[config.mk]
export PLATFORM = sky130hd
export DESIGN_NAME = imu_sample_reader
export DESIGN_NICKNAME = d
export VERILOG_FILES = /design/src/rtl/imu_sample_reader.sv
export SDC_FILE = /design/constraint.sdc
export NUM_CORES = 1
export LEC_CHECK = 0
export ABC_AREA = 1
export CAP_MARGIN = 10
export CORE_ASPECT_RATIO = 1.4
export CORE_MARGIN = 5
export CORE_UTILIZATION = 47
export DETAILED_ROUTE_END_ITERATION = 12
export PLACE_DENSITY_LB_ADDON = 0.08
export SLEW_MARGIN = 20
export SYNTH_ARGS = -nofsm -noshare
export SYNTH_HDL_FRONTEND = slang
export SYNTH_SLANG_ARGS = --single-unit
[constraint.sdc]
create_clock -name Clock -period 1.83 [get_ports Clock]
set_input_delay 0.183 -clock Clock [delete_from_list [all_inputs] [get_ports Clock]]
set_output_delay 0.183 -clock Clock [all_outputs]
set_load 0.03 [all_outputs]
[src/rtl/imu_sample_reader.sv]
// Periodic 6-byte IMU burst reader: requests a burst each sample period, collects the
// big-endian words, scales/saturates them to 10 bits. Define IMU_TIMEOUT_EN for a byte-gap abort.
module imu_sample_reader #(
    parameter int unsigned SamplePeriod  = 50000,
    parameter logic [7:0]  BurstAddr     = 8'h3B,
    parameter int unsigned ScaleShift    = 5,
    parameter int unsigned TimeoutCycles = 1000
) (
    input  logic              Clock,
    input  logic              Reset,
    output logic              ReqValid,
    output logic [7:0]        ReqAddr,
    output logic [2:0]        ReqLen,
    input  logic              ReqReady,
    input  logic              ByteValid,
    input  logic [7:0]        ByteData,
    input  logic              BusError,
    output logic signed [9:0] Accel1,
    output logic signed [9:0] Accel2,
    output logic signed [9:0] Gyro,
    output logic              DataReady,
    output logic              SampleMissed,
    output logic [7:0]        ErrorCount
);

    localparam int CntW = (SamplePeriod > 1) ? $clog2(SamplePeriod) : 1;

    typedef enum logic [2:0] {
        ST_IDLE,
        ST_REQ,
        ST_COLLECT,
        ST_CONVERT,
        ST_PUBLISH
    } state_t;

    state_t            state_q, state_d;
    logic [CntW-1:0]   cnt_q, cnt_d;
    logic [2:0]        idx_q, idx_d;
    logic [5:0][7:0]   buf_q, buf_d;
    logic [7:0]        err_q, err_d;
    logic signed [9:0] accel1_q, accel1_d;
    logic signed [9:0] accel2_q, accel2_d;
    logic signed [9:0] gyro_q, gyro_d;
    logic              tick;
    logic              timeout;

    function automatic logic signed [9:0] scale_sat(input logic [15:0] raw);
        logic signed [15:0] sh;
        sh = $signed(raw) >>> ScaleShift;
        if (sh > 16'sd511) begin
            return 10'sh1FF;
        end else if (sh < -16'sd512) begin
            return 10'sh200;
        end
        return sh[9:0];
    endfunction

    assign tick = (cnt_q == CntW'(SamplePeriod - 1));

`ifdef IMU_TIMEOUT_EN
    localparam int GapW = $clog2(TimeoutCycles + 1);
    logic [GapW-1:0] gap_q, gap_d;

    // Counts consecutive byte-less COLLECT cycles; the TimeoutCycles-th one aborts.
    always_comb begin
        gap_d   = '0;
        timeout = 1'b0;
        if (state_q == ST_COLLECT && !ByteValid) begin
            gap_d   = gap_q + 1'b1;
            timeout = (gap_q == GapW'(TimeoutCycles - 1));
        end
    end

    always_ff @(posedge Clock) begin
        if (Reset) begin
            gap_q <= '0;
        end else begin
            gap_q <= gap_d;
        end
    end
`else
    assign timeout = 1'b0;
`endif

    always_comb begin
        state_d  = state_q;
        cnt_d    = tick ? '0 : cnt_q + 1'b1;
        idx_d    = idx_q;
        buf_d    = buf_q;
        err_d    = err_q;
        accel1_d = accel1_q;
        accel2_d = accel2_q;
        gyro_d   = gyro_q;
        unique case (state_q)
            ST_IDLE: begin
                if (tick) begin
                    state_d = ST_REQ;
                end
            end
            ST_REQ: begin
                if (BusError) begin
                    state_d = ST_IDLE;
                    if (err_q != 8'hFF) err_d = err_q + 8'd1;
                end else if (ReqReady) begin
                    state_d = ST_COLLECT;
                    idx_d   = '0;
                end
            end
            ST_COLLECT: begin
                // An error on the sixth byte still wins over completion.
                if (BusError || timeout) begin
                    state_d = ST_IDLE;
                    idx_d   = '0;
                    if (err_q != 8'hFF) err_d = err_q + 8'd1;
                end else if (ByteValid) begin
                    buf_d[idx_q] = ByteData;
                    idx_d        = idx_q + 3'd1;
                    if (idx_q == 3'd5) begin
                        state_d = ST_CONVERT;
                    end
                end
            end
            ST_CONVERT: begin
                accel1_d = scale_sat({buf_q[0], buf_q[1]});
                accel2_d = scale_sat({buf_q[2], buf_q[3]});
                gyro_d   = scale_sat({buf_q[4], buf_q[5]});
                state_d  = ST_PUBLISH;
            end
            ST_PUBLISH: begin
                state_d = ST_IDLE;
            end
            default: begin
                state_d = ST_IDLE;
            end
        endcase
    end

    always_ff @(posedge Clock) begin
        if (Reset) begin
            state_q  <= ST_IDLE;
            cnt_q    <= '0;
            idx_q    <= '0;
            buf_q    <= '0;
            err_q    <= '0;
            accel1_q <= '0;
            accel2_q <= '0;
            gyro_q   <= '0;
        end else begin
            state_q  <= state_d;
            cnt_q    <= cnt_d;
            idx_q    <= idx_d;
            buf_q    <= buf_d;
            err_q    <= err_d;
            accel1_q <= accel1_d;
            accel2_q <= accel2_d;
            gyro_q   <= gyro_d;
        end
    end

    assign ReqValid     = (state_q == ST_REQ);
    assign ReqAddr      = BurstAddr;
    assign ReqLen       = 3'd6;
    assign DataReady    = (state_q == ST_PUBLISH);
    assign SampleMissed = tick && (state_q != ST_IDLE);
    assign ErrorCount   = err_q;
    assign Accel1       = accel1_q;
    assign Accel2       = accel2_q;
    assign Gyro         = gyro_q;

endmodule

==> flow_summary_export.csv <==
group,metric,value,unit
die,die_width,88.5,µm
clock_network,cts_buffer_depth,2,
clock_network,clkTransAtPathRegs,60,ps
routing,wirelength,9130,µm
cells_and_area,nets,604,
setup_path,crit_type,"reg -> out",
sta,rsz0062_at_grt,"no",
sta,skew,6.54,ps
die,die_h,120,µm
setup_path,crit_arrival,1540,ps
routing,via_count,3508,
setup_path,critical_path.top_delay_family,"simple AND/OR/NAND/NOR gates",
power,pwr-share-seq,0.480,
synth,synth_area,4060,µm²
synth,syn_area_per_cell,7.59,µm²
synth,synth_seq_area_share,0.459,
sta,fin_crit_sh,0.942,
placement,post-place-ws,116,ps
cells_and_area,seqCellArea,1860,µm²
global_routing,use_met2,0.317,
cells_and_area,multi_input_area,1910,µm²
synth,syn_inst,535,
placement,gp_congestion,0.789,
setup_path,path_buf_inv,2,
status,outcome,"finished, final reports clean",
clock_network,numCtsBuffers,9,
sta,worstMarginPinSlew,645,ps
synth,yosys.area_share.adder,0.0123,
setup_path,end_kind,"primary output",
routing,avgRoutedWirePerCell,13.1,µm
cells_and_area,area_growth,21.1,%
placement,dp_cells,681,
synth,synth-xor-area-share,0.0194,
global_routing,first_global_vias,3374,
routing,ant_nets,0,
power,power.internal,3.24,mW
setup_path,required,1650,ps
synth,synth_top_cell_area_share,0.459,
synth,synth_flop_cell,"dfxtp_1",
synth,yosys.area_share.simple,0.258,
setup_path,crit-reg2reg-launch,"state_q[1]",
synth,synth_top_family_by_area,"simple AND/OR/NAND/NOR gates",
clock_network,cts_sinks,93,
die,core-area,8510,µm²
die,io_pins,65,
power,powerDensity,914,nW/µm²
power,vdd.ir_drop.worst,0.598,mV
die,row_count,40,
setup_path,cp_cell_sequence,"ha_1 > nand3_2 > nor2_1 > inv_1 > nor3_2 > buf_4",
setup_path,critPathLaunch,"cnt_q[0]",
power,p_sw,1.25,mW
clock_network,cts_tree,"yes",
routing,drc_errors,0,
synth,yosys_register_bits,93,
sta,tns,0,ps
power,total_power,4.49,mW
sta,fin_crit,1720,ps
global_routing,antenna_found_initial,0,
power,power_frac_comb,0.160,
setup_path,cp-start-kind,"register",
synth,post_synth_num_cell_types,34,
sta,fin_ws,107,ps
synth,yosysWarningCount,0,
placement,hpwlAfterDp,6830,µm
cells_and_area,finalNonFillerCells,695,
global_routing,grt_max_degree,41,
routing,post_drt_via_cell_ratio,5.05,
synth,synth-compound-area-share,0.167,
global_routing,met1_usage,0.209,
global_routing,grt_pass1_wl,15300,µm
sta,final_hold_viol_count,0,
synth,async_reset_ff_frac,0,
die,start_util,0.477,
cells_and_area,drive_gt1_frac,0.0949,
synth,synth_edf_count,0,
sta,whs,448,ps
die,die-area,10600,µm²
global_routing,grt-busiest-layer,"met2",
placement,port_buffers,53,
job,maxCapViolCount,0,
cells_and_area,nFillCells,816,
synth,synthMuxAreaShare,0,
sta,relSlewSlack,0.569,
synth,synth.area.top_cells,"dfxtp_1 46%, nand2_1 8.3%, nor2_1 7.7%",
worst_hold_path,min-delay-start,"cnt_q[0]",
sta,drv_slew,0,
clock_network,clk_latency,330,ps
power,p_clk_frac,0.360,
power,swShare,0.278,
synth,synth_most_common_cell,"dfxtp_1",
routing,dr.first_iter.drc_count,125,
setup_path,critPathMaxStageDelay,350,ps
global_routing,grt.met3_usage,0.0343,
clock_network,cts_root_buffer,"clkbuf_16",
cells_and_area,n_antenna_cell,0,
routing,dr.pass1.iters,4,
clock_network,htreeDepth,3,
setup_path,cp_max_fo,4,
worst_hold_path,hp-class,"reg -> reg",
synth,synthTopCellsByCount,"93 x dfxtp_1, 90 x nand2_1, 83 x nor2_1",
global_routing,grt_use_total,0.181,
sta,setup_viol,0,
setup_path,critPathSlowestCell,"dfxtp_1",
sta,fmax,0.580,GHz
clock_network,cts_hold_buf,0,
synth,yosysTopAreaCell,"dfxtp_1",
global_routing,grt-ovfl-total,0,
power,p_leak,1.79,nW
path summary, 6_finish.rpt:
check,slack [ps],cells after the start,end
max reg2reg,360,8,ErrorCount[2]
min,450,1,cnt_q[0]
min reg2reg,450,1,cnt_q[0]
max,110,6,SampleMissed
layout by cell type (no fill, tap or decap), types with 2 or more instances in the layout:
cell	instances
a211oi_1	9
conb_1	11
nand3_1	22
or2_0	2
nor2_4	3
a21oi_2	3
clkbuf_1	3
clkinv_4	4
nor4_1	2
clkbuf_16	9
o21ai_1	20
buf_4	6
inv_2	5
nor2_1	83
xor2_1	6
nor3_1	10
ha_1	4
nand4_1	2
inv_1	33
nand2_1	90
nor2_2	5
nor3_2	3
dlygate4sd2_1	2
nand3_2	4
nand2_4	5
o21ai_2	2
clkdlybuf4s50_1	50
a21oi_4	2
xnor2_1	3
a21oi_1	56
dfxtp_1	93
o21ai_0	31
power by group through the flow:
stage | Sequential, mW | Combinational, mW | Clock, mW
after CTS | 2.15 | 0.724 | 1.68
after global routing | 2.16 | 0.798 | 1.77
after floorplan | 2.25 | 0.456 | 0
after global placement | 2.20 | 0.717 | 0
after detailed placement | 2.20 | 0.725 | 0
final | 2.15 | 0.719 | 1.62
repair_timing:
item / in CTS / in global routing
gates cloned: 0 / 0
pin swaps: 0 / 0
setup endpoints to repair: 3 / 1
hold endpoints to repair: 0 / 0
setup buffers: 0 / 0
resized for setup: 3 / 1
cell type report:
class                      count  area share
multi-input combinational    381       0.388
sequential                    93       0.379
timing repair buffer          59       0.119
clock buffer                  12      0.0481
inverter                      43      0.0369
tap                          105      0.0267
clock inverter                 2     0.00255
registers in the layout (all words and copies together), names as in the netlist:
signal / flops
Gyro: 10
cnt_q: 16
Accel2: 10
ErrorCount: 8
buf_q: 33
idx_q: 3
Accel1: 10
state_q: 3
per-stage QoR:
stage                util  area [µm²]
CTS                 0.577        4910
detailed placement  0.548        4660
global route        0.578        4910
finish              0.578        4910
floorplan               -        4090
global placement    0.548        4660
cells by family after synthesis:
logic type                 count (synthesis)
xor gates and xnor gates                   9
and+or+nand+nor                          234
DFF                                       93
AOI/OAI and AO/OA                        123
adders and majority gates                  4
other                                      2
buffers and inverters                     70
metal layers:
metal	part of all wire	up-vias
met5	0	-
met4	0.029	0
met3	0.034	22
met2	0.52	59
met1	0.42	1594
li1	-	1833
Power figures use the tool's default switching activity.
